[src/rtl/uf_pkg.sv]
// Shared union-find definitions: node table sizing, edge metadata and the
// root-scan state encoding.
package uf_pkg;

  localparam int MAX_NODE_COUNT  = 2000;
  localparam int INDEX_BIT_WIDTH = $clog2(MAX_NODE_COUNT);

  typedef struct packed {
    logic [INDEX_BIT_WIDTH-1:0] src;
    logic [INDEX_BIT_WIDTH-1:0] dst;
    logic                       valid;
  } uf_edge_t;

  typedef enum logic [2:0] {
    ST_IDLE,
    ST_SCAN,
    ST_MUL1,
    ST_MUL2,
    ST_DONE
  } scan_state_e;

endpackage

[src/rtl/top3_insert.sv]
// Combinational insertion of one size into three descending slots t0>=t1>=t2.
// A value equal to an existing entry lands below it.
module top3_insert
  import uf_pkg::*;
#(
  parameter int W = INDEX_BIT_WIDTH
) (
  input  logic [W-1:0] t0,
  input  logic [W-1:0] t1,
  input  logic [W-1:0] t2,
  input  logic [W-1:0] s,
  input  logic         en,
  output logic [W-1:0] t0_nxt,
  output logic [W-1:0] t1_nxt,
  output logic [W-1:0] t2_nxt
);

  always_comb begin
    t0_nxt = t0;
    t1_nxt = t1;
    t2_nxt = t2;
    if (en) begin
      if (s > t0) begin
        t0_nxt = s;
        t1_nxt = t0;
        t2_nxt = t1;
      end else if (s > t1) begin
        t1_nxt = s;
        t2_nxt = t1;
      end else if (s > t2) begin
        t2_nxt = s;
      end
    end
  end

endmodule

[src/rtl/circuit_top3_scan.sv]
// Scans every node of the union-find table, keeps the three largest root
// sizes and reports their product together with the number of roots.
module circuit_top3_scan #(
  parameter int  MAX_NODE_COUNT  = uf_pkg::MAX_NODE_COUNT,
  localparam int INDEX_BIT_WIDTH = $clog2(MAX_NODE_COUNT),
  localparam int PRODUCT_WIDTH   = 3 * INDEX_BIT_WIDTH
) (
  input  logic                       clk,
  input  logic                       rst_n,
  input  logic                       start,
  input  logic [INDEX_BIT_WIDTH:0]   node_count,
  input  logic                       uf_valid,
  output logic [INDEX_BIT_WIDTH-1:0] uf_index,
  input  logic                       uf_is_root,
  input  logic [INDEX_BIT_WIDTH-1:0] uf_size,
  output logic                       busy,
  output logic                       done,
  output logic [PRODUCT_WIDTH-1:0]   product,
  output logic [INDEX_BIT_WIDTH:0]   root_count
);

  import uf_pkg::*;

  localparam logic [INDEX_BIT_WIDTH:0] MAX_CNT = (INDEX_BIT_WIDTH+1)'(MAX_NODE_COUNT);

  scan_state_e                  state;
  logic [INDEX_BIT_WIDTH:0]     count_q;
  logic [INDEX_BIT_WIDTH-1:0]   t0, t1, t2;
  logic [INDEX_BIT_WIDTH-1:0]   t0_nxt, t1_nxt, t2_nxt;
  logic [2*INDEX_BIT_WIDTH-1:0] p;
  logic                         ins_en;
  logic                         last_idx;

  assign ins_en   = (state == ST_SCAN) && uf_valid && uf_is_root;
  assign last_idx = ({1'b0, uf_index} == (count_q - 1'b1));

  top3_insert #(
    .W (INDEX_BIT_WIDTH)
  ) u_insert (
    .t0     (t0),
    .t1     (t1),
    .t2     (t2),
    .s      (uf_size),
    .en     (ins_en),
    .t0_nxt (t0_nxt),
    .t1_nxt (t1_nxt),
    .t2_nxt (t2_nxt)
  );

  always_ff @(posedge clk or negedge rst_n) begin
    if (!rst_n) begin
      state      <= ST_IDLE;
      count_q    <= '0;
      uf_index   <= '0;
      t0         <= '0;
      t1         <= '0;
      t2         <= '0;
      p          <= '0;
      product    <= '0;
      root_count <= '0;
      busy       <= 1'b0;
      done       <= 1'b0;
    end else begin
      done <= 1'b0;
      case (state)
        ST_IDLE: begin
          // done is still high in the cycle after DONE, so a start there is refused
          if (start && !done) begin
            uf_index   <= '0;
            t0         <= '0;
            t1         <= '0;
            t2         <= '0;
            product    <= '0;
            root_count <= '0;
            count_q    <= (node_count > MAX_CNT) ? MAX_CNT : node_count;
            busy       <= 1'b1;
            state      <= (node_count == '0) ? ST_MUL1 : ST_SCAN;
          end
        end
        ST_SCAN: begin
          if (uf_valid) begin
            t0 <= t0_nxt;
            t1 <= t1_nxt;
            t2 <= t2_nxt;
            if (uf_is_root) root_count <= root_count + 1'b1;
            // uf_index parks on the last node instead of stepping past it
            if (last_idx) state    <= ST_MUL1;
            else          uf_index <= uf_index + 1'b1;
          end
        end
        ST_MUL1: begin
          p     <= (2*INDEX_BIT_WIDTH)'(t0) * (2*INDEX_BIT_WIDTH)'(t1);
          state <= ST_MUL2;
        end
        ST_MUL2: begin
          product <= PRODUCT_WIDTH'(p) * PRODUCT_WIDTH'(t2);
          state   <= ST_DONE;
        end
        ST_DONE: begin
          done  <= 1'b1;
          busy  <= 1'b0;
          state <= ST_IDLE;
        end
        default: state <= ST_IDLE;
      endcase
    end
  end

endmodule

[config.mk]
export PLATFORM = sky130hd
export DESIGN_NAME = circuit_top3_scan
export DESIGN_NICKNAME = d
export VERILOG_FILES = /design/src/rtl/uf_pkg.sv /design/src/rtl/top3_insert.sv /design/src/rtl/circuit_top3_scan.sv
export SDC_FILE = /design/constraint.sdc
export NUM_CORES = 1
export LEC_CHECK = 0
export CAP_MARGIN = 20
export CORE_MARGIN = 1.5
export CORE_UTILIZATION = 57
export DETAILED_ROUTE_END_ITERATION = 10
export HOLD_SLACK_MARGIN = 0.08
export PLACE_DENSITY = 0.9
export SLEW_MARGIN = 20
export SYNTH_ARGS = -nofsm -noshare
export SYNTH_HDL_FRONTEND = slang
export SYNTH_SLANG_ARGS = --single-unit
export TNS_END_PERCENT = 10
[constraint.sdc]
create_clock -name clk -period 5.14 [get_ports clk]
set_input_delay 1.028 -clock clk [delete_from_list [all_inputs] [get_ports clk]]
set_output_delay 1.028 -clock clk [all_outputs]
set_load 0.05 [all_outputs]
==> reports/summary.log, run 1 <==
qor: synth.number_of_enable_flip_flop_cells_after_synthesis 0
qor: grt.initial_antenna_violation_count 0
qor: routing.detailroute.via_count 16718
qor: die.ios 86
qor: worst_setup_path.r2r_setup_slack -0.45 ns
qor: synth.synth_top_flop_cell sky130_fd_sc_hd__dfrtp_1
qor: place.portBuffers 85
qor: worst_setup_path.crit_buf_inv 4
qor: routing.finalWirelength 58500 µm
qor: cts.worstSkewPairLatency 0.46 ns
qor: synth.yosysSeqAreaShare 17.9%
qor: worst_setup_path.crit_arrival 5.89 ns
qor: layout.final_core_utilization 71.6%
qor: grt.grt_pass1_wl 89200 µm
qor: worst_setup_path.startpoint_to_endpoint_class_of_the_critical_path flip-flop to flip-flop
qor: worst_setup_path.cp_slowest_stage_delay 0.66 ns
qor: power_and_ir_drop.cellInternalPower 4.23 mW
qor: power_and_ir_drop.p_sw_share 49.1%
qor: die.design.core.area 30700 µm²
qor: sta.clock.fmax 0.179 GHz
qor: power_and_ir_drop.seqPwrFrac 21.1%
qor: grt.pin_count_of_the_biggest_net_entering_global_routing 69
qor: grt.grt_overflow 0
qor: power_and_ir_drop.share_comb_of_total_power 63.0%
qor: job.max_cap_violations 0
qor: synth.synth_top_cells_by_area sky130_fd_sc_hd__fa_1, sky130_fd_sc_hd__dfrtp_1, sky130_fd_sc_hd__ha_1
qor: die.initial_utilization 58.2%
qor: synth.syn-cell-area 17900 µm²
qor: worst_setup_path.cp_cell_sequence buf_6 > nand2_1 > fa_1 > inv_2 > fa_1 > fa_1 > fa_1 > inv_1 > fa_1 > inv_2 > ha_4 > a21oi_4 > o21ai_2 > o21ai_2 > o31ai_4 > a211oi_2 > o21ai_1 > a31oi_1 > xor2_1 > o21ai_1
qor: worst_setup_path.crit_path_end_kind flip-flop
qor: power_and_ir_drop.power.static_leakage 10.8 nW
qor: sta.finalHoldViolCount 0
qor: outcome.failed_checks DRC, setup timing
qor: synth.synthesis.instances 2007
qor: place.dpl-instance-area 20300 µm²
qor: layout.nFillCells 1934
qor: grt.grt_pass1_vias 17714
qor: sta.worst_case_clock_skew 0.0158 ns
qor: sta.setup_violations 18
qor: power_and_ir_drop.power_switching 4.09 mW
qor: synth.synth_largest_area_cell sky130_fd_sc_hd__fa_1
qor: routing.drt_pass1_iterations 11
qor: layout.fin_cells 2679
qor: cts.tritoncts built
qor: worst_setup_path.crit_slowest_cell sky130_fd_sc_hd__fa_1
qor: routing.drt-initial-drc-count 2078
qor: layout.areaGrowthSynthToFinish 23.2%
qor: cts.clock-root-buffer sky130_fd_sc_hd__clkbuf_16
qor: synth.post-synth-top-area-fraction 29.0%
qor: die.die_area 32400 µm²
qor: place.dp_hpwl 39200 µm
qor: place.dp_cell_count 2584
qor: place.gp_congestion 0.979
qor: worst_setup_path.crit_family adder cells
qor: sta.final.min_clock_period 5.59 ns
qor: sta.grt_setup_unrepaired yes
qor: routing.detail_route.vias_per_cell 6.24
qor: routing.drtAntennaViolNets 0
qor: die.die_w 180 µm
qor: synth.synthesis.yosys.warnings 0
qor: synth.synth_compound_gate_area_share 9.74%
qor: layout.insertedDiodeCount 0
qor: synth.synthXorXnorAreaFrac 3.13%
qor: cts.clk_path_buf_depth 2
qor: sta.worst_pin_slew 1.10 ns
qor: power_and_ir_drop.power.clock.fraction 15.9%
qor: cts.cts.sinks 128
qor: die.die_height 180 µm
qor: sta.slew_violations 0
qor: sta.timing.slew.headroom 26.3%
qor: power_and_ir_drop.vdd_drop_max 0.251 mV
qor: sta.worst_hold_slack_across_all_endpoints 0.493 ns
qor: worst_setup_path.startpoint_type flip-flop
qor: layout.nets 2725
qor: die.row_count 64
qor: power_and_ir_drop.total_power 8.32 mW
qor: synth.synthDistinctLibCells 70
qor: worst_setup_path.worst-endpoint-required 5.43 ns
qor: synth.largest_family_of_logic_cells_by_synthesized_area adder cells
qor: hold_path.min_path_type flip-flop to flip-flop
qor: layout.drive_gt1_share 18.7%
qor: grt.grt_use_total 34.9%
qor: sta.min_period_over_period 109%
qor: worst_setup_path.critical_path_peak_fanout 5
qor: synth.synthArstFlopShare 100%
qor: synth.synth.avg_cell_area 8.91 µm²
qor: cts.tritoncts.num_buffers 17
qor: routing.wl_per_cell 21.8 µm
qor: synth.post_synth_mux_area_share 2.53%
qor: worst_setup_path.crit_path_frequent_cell sky130_fd_sc_hd__fa_1
qor: layout.finalInstanceArea 22000 µm²
qor: power_and_ir_drop.power-per-cell-area 378 nW/µm²
qor: sta.post-route-worst-setup-slack -0.453 ns
qor: synth.syn_nets 2461
qor: cts.cts.clk_slew.worst_paths 0.07 ns
qor: synth.yosys_register_bits 128
qor: outcome.run_status complete, but fails checks
qor: synth.synth_fa_ha_area_share 40.7%
qor: cts.cts_htree_levels 4
qor: routing.drcViolationCount 3
qor: synth.synth-simple-area-share 16.7%
==> stage by stage <==
stage / setup slack [ns] / TNS [ns]
after floorplan: -0.0245 / -0.0316
final: -0.453 / -5.05
after global routing: -0.548 / -8.16
after global placement: -0.268 / -3.20
after detailed placement: -0.517 / -6.44
after CTS: -0.180 / -0.963
==> power groups by stage <==
| stage | logic (mW) | registers, mW | clock network, mW |
|---|---|---|---|
| global route | 5.56 | 1.77 | 1.35 |
| floorplan | 2.55 | 1.79 | 0 |
| CTS | 4.76 | 1.72 | 1.29 |
| detailed placement | 4.25 | 1.77 | 0 |
| finish | 5.24 | 1.76 | 1.32 |
| global placement | 4.08 | 1.74 | 0 |
==> per-layer routing <==
| metal | share of wire [%] | vias up | global-route usage [%] |
|---|---|---|---|
| met3 | 10 | 474 | 7.58 |
| li1 | - | 6874 | - |
| met1 | 34 | 8087 | 40.9 |
| met4 | 8.4 | 0 | 22.0 |
| met2 | 47 | 1283 | 58.6 |
| met5 | 0 | - | 0 |
==> path summary, 6_finish.rpt <==
kind                                  start          end  depth (start not counted)
max in group asynchronous             rst_n        t0[3]                          2
worst min register to register  product[30]  product[30]                          2
worst min-delay path            product[30]  product[30]                          2
worst max-delay path                  t2[5]  product[26]                         20
worst max register to register        t2[5]  product[26]                         20
min in group asynchronous             rst_n  product[10]                          1
==> state kept, by name, indices dropped and copies added (netlist names) <==
| name | cells |
|---|---|
| t2 | 11 |
| t1 | 11 |
| done | 1 |
| p | 22 |
| product | 33 |
| busy | 1 |
| count_q | 12 |
| t0 | 11 |
| state | 3 |
| uf_index | 11 |
| root_count | 12 |
==> cell usage after synthesis, types with 4 or more instances <==
cell type                     n
sky130_fd_sc_hd__nor2_1      99
sky130_fd_sc_hd__buf_6        5
sky130_fd_sc_hd__clkinv_1     5
sky130_fd_sc_hd__clkbuf_1    81
sky130_fd_sc_hd__o21bai_1     6
sky130_fd_sc_hd__and2_1     109
sky130_fd_sc_hd__nand4_1     13
sky130_fd_sc_hd__inv_1      332
sky130_fd_sc_hd__nand3_1     30
sky130_fd_sc_hd__mux2i_1     26
sky130_fd_sc_hd__o21ai_0     92
sky130_fd_sc_hd__xnor2_1     35
sky130_fd_sc_hd__or3_1        8
sky130_fd_sc_hd__or2_2        4
sky130_fd_sc_hd__a22o_1      10
sky130_fd_sc_hd__o2bb2ai_1   11
sky130_fd_sc_hd__fa_1       259
sky130_fd_sc_hd__nor3_1      16
sky130_fd_sc_hd__o31ai_1     10
sky130_fd_sc_hd__a31oi_1      7
sky130_fd_sc_hd__nand2_1    326
sky130_fd_sc_hd__a21oi_1     49
sky130_fd_sc_hd__a211oi_1    11
sky130_fd_sc_hd__nand2b_1     5
sky130_fd_sc_hd__o21a_1      12
sky130_fd_sc_hd__a21o_1      26
sky130_fd_sc_hd__and3_1       8
sky130_fd_sc_hd__nor2b_1      7
sky130_fd_sc_hd__nor4_1       5
sky130_fd_sc_hd__ha_1       167
sky130_fd_sc_hd__dfrtp_1    128
sky130_fd_sc_hd__mux2_2      17
sky130_fd_sc_hd__xor2_1      29
==> layout make-up <==
class / instances / area (µm²) / share of cell area [%]
clock buffer: 19 / 443 / 2.01
clock inverter: 12 / 158 / 0.716
inverter: 337 / 1260 / 5.74
multi-input combinational: 1449 / 13500 / 61.5
sequential: 128 / 3230 / 14.7
tap: 396 / 495 / 2.25
timing repair buffer: 338 / 2900 / 13.1
==> cell families after synthesis <==
logic type | Yosys count
muxes | 43
DFF | 128
AOI/OAI and AO/OA | 267
xor gates and xnor gates | 64
adders and majority gates | 426
and+or+nand+nor | 649
buffers and inverters | 430
==> worst min-delay path, cell delays in order (launching register included) <==
cell                      delay (ns)
sky130_fd_sc_hd__dfrtp_1        0.35
sky130_fd_sc_hd__nand2_1        0.05
sky130_fd_sc_hd__o21ai_0        0.06
==> placed cells by master (no fill, tap or decap), types with 14 or more instances in the layout <==
master / n
sky130_fd_sc_hd__a21o_1: 26
sky130_fd_sc_hd__a21oi_1: 36
sky130_fd_sc_hd__and2_1: 101
sky130_fd_sc_hd__buf_4: 226
sky130_fd_sc_hd__buf_6: 22
sky130_fd_sc_hd__clkbuf_16: 17
sky130_fd_sc_hd__clkdlybuf4s50_1: 84
sky130_fd_sc_hd__dfrtp_1: 106
sky130_fd_sc_hd__dfrtp_2: 22
sky130_fd_sc_hd__fa_1: 251
sky130_fd_sc_hd__ha_1: 151
sky130_fd_sc_hd__inv_1: 324
sky130_fd_sc_hd__mux2_2: 17
sky130_fd_sc_hd__mux2i_1: 26
sky130_fd_sc_hd__nand2_1: 321
sky130_fd_sc_hd__nand3_1: 29
sky130_fd_sc_hd__nor2_1: 95
sky130_fd_sc_hd__nor3_1: 16
sky130_fd_sc_hd__o21ai_0: 73
sky130_fd_sc_hd__o21ai_1: 14
sky130_fd_sc_hd__xnor2_1: 34
sky130_fd_sc_hd__xor2_1: 27
==> timing repair <==
action,4_1_cts,5_1_grt
endpoints found under the setup margin,26,25
buffers inserted,43,21
resized for setup,120,49
pin swaps,69,51
hold buffers,0,0
No activity file was read; power rests on OpenSTA's default activity.
==> run 2, diff against run 1 <==
--- a/config.mk
+++ b/config.mk
@@ -7,10 +7,12 @@
 export LEC_CHECK = 0
 export CAP_MARGIN = 20
 export CORE_MARGIN = 1.5
-export CORE_UTILIZATION = 57
+export CORE_UTILIZATION = 60
 export DETAILED_ROUTE_END_ITERATION = 10
+export DONT_BUFFER_PORTS = 1
 export HOLD_SLACK_MARGIN = 0.08
 export PLACE_DENSITY = 0.9
+export SKIP_CTS_REPAIR_TIMING = 1
 export SLEW_MARGIN = 20
 export SYNTH_ARGS = -nofsm -noshare
 export SYNTH_HDL_FRONTEND = slang
==> run 2 against run 1 <==
The run ends with setup timing left; hold slack got worse by 0.22 ns; critical path depth rose by 1; first-iteration DRC count fell by 8.7%; power fell by 7.2%; sequential cell count did not move; clock-buffer cell count fell by 2; fmax rose by 1.3%; global-route usage fell by 1.9 points; cell count fell by 5.0%; combinational power fell by 19%; critical endpoint is now product[21]; largest power group unchanged; highest routed layer unchanged.
==> reports/summary.log, run 2 (same netlist as run 1, synthesis figures left out) <==
qor: layout.max_flop_register product
qor: power_and_ir_drop.vdd_drop_max 0.256 mV [+1.9%]
qor: sta.setup_violations 18 [unchanged]
qor: routing.detail_route.vias_per_cell 6.31 [+1.1%]
qor: power_and_ir_drop.power_switching 3.91 mW [-4.3%]
qor: worst_setup_path.worst-endpoint-required 5.44 ns [about the same]
qor: worst_setup_path.crit_arrival 5.82 ns [-0.07 ns]
qor: routing.detailroute.via_count 16058 [-3.9%]
qor: power_and_ir_drop.cellInternalPower 3.81 mW [-10%]
qor: layout.nets 2594 [-4.8%]
qor: sta.final.min_clock_period 5.52 ns [-0.0742 ns]
qor: layout.nFillCells 1853 [-4.2%]
qor: layout.layout_commonest_cell sky130_fd_sc_hd__inv_1
qor: die.design.core.area 29500 µm² [-4.1%]
qor: cts.clock-root-buffer sky130_fd_sc_hd__clkbuf_16
qor: sta.post-route-worst-setup-slack -0.378 ns [+0.0742 ns]
qor: sta.min_period_over_period 107% [-1.4 points]
qor: cts.tritoncts.num_buffers 17 [unchanged]
qor: routing.finalWirelength 55600 µm [-5.0%]
qor: cts.worstSkewPairLatency 0.45 ns [about the same]
qor: layout.final-seq-area 3230 µm² [+0.12%]
qor: routing.drt_pass1_iterations 9 [-2]
qor: cts.cts_htree_levels 4 [unchanged]
qor: grt.grt_use_total 33.0% [-1.9 points]
qor: layout.largest_register_ffs 33 [unchanged]
qor: layout.drive_gt1_share 17.2% [-1.5 points]
qor: layout.fin_cells 2544 [-5.0%]
qor: die.die_height 176 µm [-2.5%]
qor: worst_setup_path.reg2reg_to product[21]
qor: cts.tritoncts built
qor: worst_setup_path.critical_path_peak_fanout 8 [+3]
qor: layout.areaGrowthSynthToFinish 15.5%
qor: layout.most-common-layout-cells sky130_fd_sc_hd__inv_1, sky130_fd_sc_hd__nand2_1, sky130_fd_sc_hd__fa_1, sky130_fd_sc_hd__buf_4, sky130_fd_sc_hd__ha_1
qor: routing.drt-initial-drc-count 1897 [-8.7%]
qor: cts.cts.sinks 128 [unchanged]
qor: cts.cts.clk_slew.worst_paths 0.07 ns [about the same]
qor: place.portBuffers 0 [-100%]
qor: worst_setup_path.crit_path_end_kind flip-flop
qor: hold_path.min_path_type input port to asynchronous set/reset pin
qor: outcome.run_status complete, but fails checks
qor: power_and_ir_drop.power.static_leakage 10.2 nW [-5.6%]
qor: layout.multi_input_area 13400 µm² [-0.96%]
qor: power_and_ir_drop.power-per-cell-area 374 nW/µm² [-1.1%]
qor: sta.worst_pin_slew 1.03 ns [-0.0709 ns]
qor: grt.pin_count_of_the_biggest_net_entering_global_routing 129 [+87%]
qor: routing.drcViolationCount 0 [-3]
qor: worst_setup_path.r2r_setup_slack -0.38 ns [+0.07 ns]
qor: sta.slew_violations 0 [unchanged]
qor: die.row_count 63 [-1.6%]
qor: outcome.failed_checks setup timing
qor: job.max_cap_violations 0 [unchanged]
qor: routing.drtAntennaViolNets 0 [unchanged]
qor: worst_setup_path.startpoint_to_endpoint_class_of_the_critical_path flip-flop to flip-flop
qor: power_and_ir_drop.p_sw_share 50.7% [+1.5 points]
qor: die.die_w 176 µm [-2.5%]
qor: cts.clk_path_buf_depth 2 [unchanged]
qor: die.die_area 30900 µm² [-4.9%]
qor: worst_setup_path.worst_r2r_startpoint t2[7]
qor: sta.worst_case_clock_skew 0.0189 ns [+0.00317 ns]
qor: place.dp_hpwl 38800 µm [-0.97%]
qor: power_and_ir_drop.share_comb_of_total_power 55.3% [-7.7 points]
qor: grt.grt_overflow 0 [unchanged]
qor: die.initial_utilization 60.7% [+2.5 points]
qor: grt.grt_pass1_wl 80000 µm [-10%]
qor: worst_setup_path.startpoint_type flip-flop
qor: sta.timing.slew.headroom 31.0% [+4.7 points]
qor: grt.initial_antenna_violation_count 1 [+1]
qor: place.minimum_setup_slack_after_placement -0.476 ns [+0.0410 ns]
qor: power_and_ir_drop.seqPwrFrac 27.9% [+6.8 points]
qor: sta.grt_setup_unrepaired yes
qor: place.dp_cell_count 2486 [-3.8%]
qor: power_and_ir_drop.power.clock.fraction 16.7% [+0.8 points]
qor: die.ios 86 [unchanged]
qor: routing.wl_per_cell 21.8 µm [about the same]
qor: sta.clock.fmax 0.181 GHz [+1.3%]
qor: sta.finalHoldViolCount 0 [unchanged]
qor: layout.top_regs product (33), p (22)
qor: worst_setup_path.worst-r2r-cell-count 21 [+5.0%]
qor: place.gp_congestion 0.970 [-0.98%]
qor: grt.grt_pass1_vias 16246 [-8.3%]
## run 2: cell count changes in the layout (fill, tap and decap cells not counted), sizes merged
| cell | before | now |
|---|---|---|
| buf | 254 | 207 |
| inv | 336 | 341 |
| diode | 0 | 1 |
| clkbuf | 19 | 17 |
| clkdlybuf4s50 | 84 | 0 |
| bufinv | 3 | 1 |
## run 2: layout make-up
class,instances,share of cell area (%)
clock inverter,15,0.830
tap,390,2.36
clock buffer,17,2.06
antenna,1,0.0121
timing repair buffer,207,8.06
sequential,128,15.7
multi-input combinational,1449,64.9
inverter,337,6.12
## run 2: metrics by stage
stage | setup TNS (ns) | util (%) | area [µm²] | hold WS, ns | power, mW
floorplan | -0.0316 | - | 18000 | 0.461 | 4.34
detailed placement | -6.25 | 65.7 | 19400 | 0.565 | 5.73
global placement | -2.51 | 65.7 | 19400 | 0.553 | 5.50
CTS | -7.13 | 67.8 | 20000 | 0.272 | 7.06
finish | -4.68 | 70.1 | 20700 | 0.272 | 7.73
global route | -7.47 | 70.1 | 20700 | 0.254 | 8.11
## run 2: layer usage
layer	routed length, µm	track usage [%]	vias up
met5	0	0	-
met2	26900	56.3	1243
met1	19000	39.4	7807
met4	3770	16.5	0
met3	5910	7.16	396
li1	-	-	6612
## run 2: power groups by stage
stage	clock network, mW	registers [mW]	logic (mW)
floorplan	0	1.79	2.55
global placement	0	2.07	3.43
CTS	1.28	2.09	3.69
global route	1.34	2.17	4.60
detailed placement	0	2.10	3.63
finish	1.29	2.16	4.27
## run 2: worst max-delay path, cell delays in order, from the launching register on
cell and delay (ns):
sky130_fd_sc_hd__dfrtp_2 0.51, sky130_fd_sc_hd__buf_4 0.16, sky130_fd_sc_hd__nand2_1 0.07, sky130_fd_sc_hd__fa_2 0.54, sky130_fd_sc_hd__inv_1 0.06, sky130_fd_sc_hd__fa_1 0.56
sky130_fd_sc_hd__fa_1 0.44, sky130_fd_sc_hd__fa_1 0.56, sky130_fd_sc_hd__inv_1 0.06, sky130_fd_sc_hd__fa_1 0.53, sky130_fd_sc_hd__inv_1 0.07, sky130_fd_sc_hd__ha_4 0.26
sky130_fd_sc_hd__a21o_1 0.19, sky130_fd_sc_hd__a21o_1 0.19, sky130_fd_sc_hd__a21oi_2 0.18, sky130_fd_sc_hd__a211o_1 0.18, sky130_fd_sc_hd__buf_4 0.12, sky130_fd_sc_hd__nand2_2 0.06
sky130_fd_sc_hd__a21o_1 0.19, sky130_fd_sc_hd__a21oi_2 0.15, sky130_fd_sc_hd__xor2_1 0.20, sky130_fd_sc_hd__o21ai_0 0.10
## run 2: how the worst max path moves through the flow
stage	from	end	slack (ns)	cells past startpoint
after floorplan	p[3]	product[31]	-0.02	20
after global placement	p[7]	product[25]	-0.22	19
after detailed placement	p[5]	product[28]	-0.48	19
after CTS	p[7]	product[32]	-0.51	19
after global routing	t2[5]	product[29]	-0.52	22
final	t2[7]	product[21]	-0.38	21
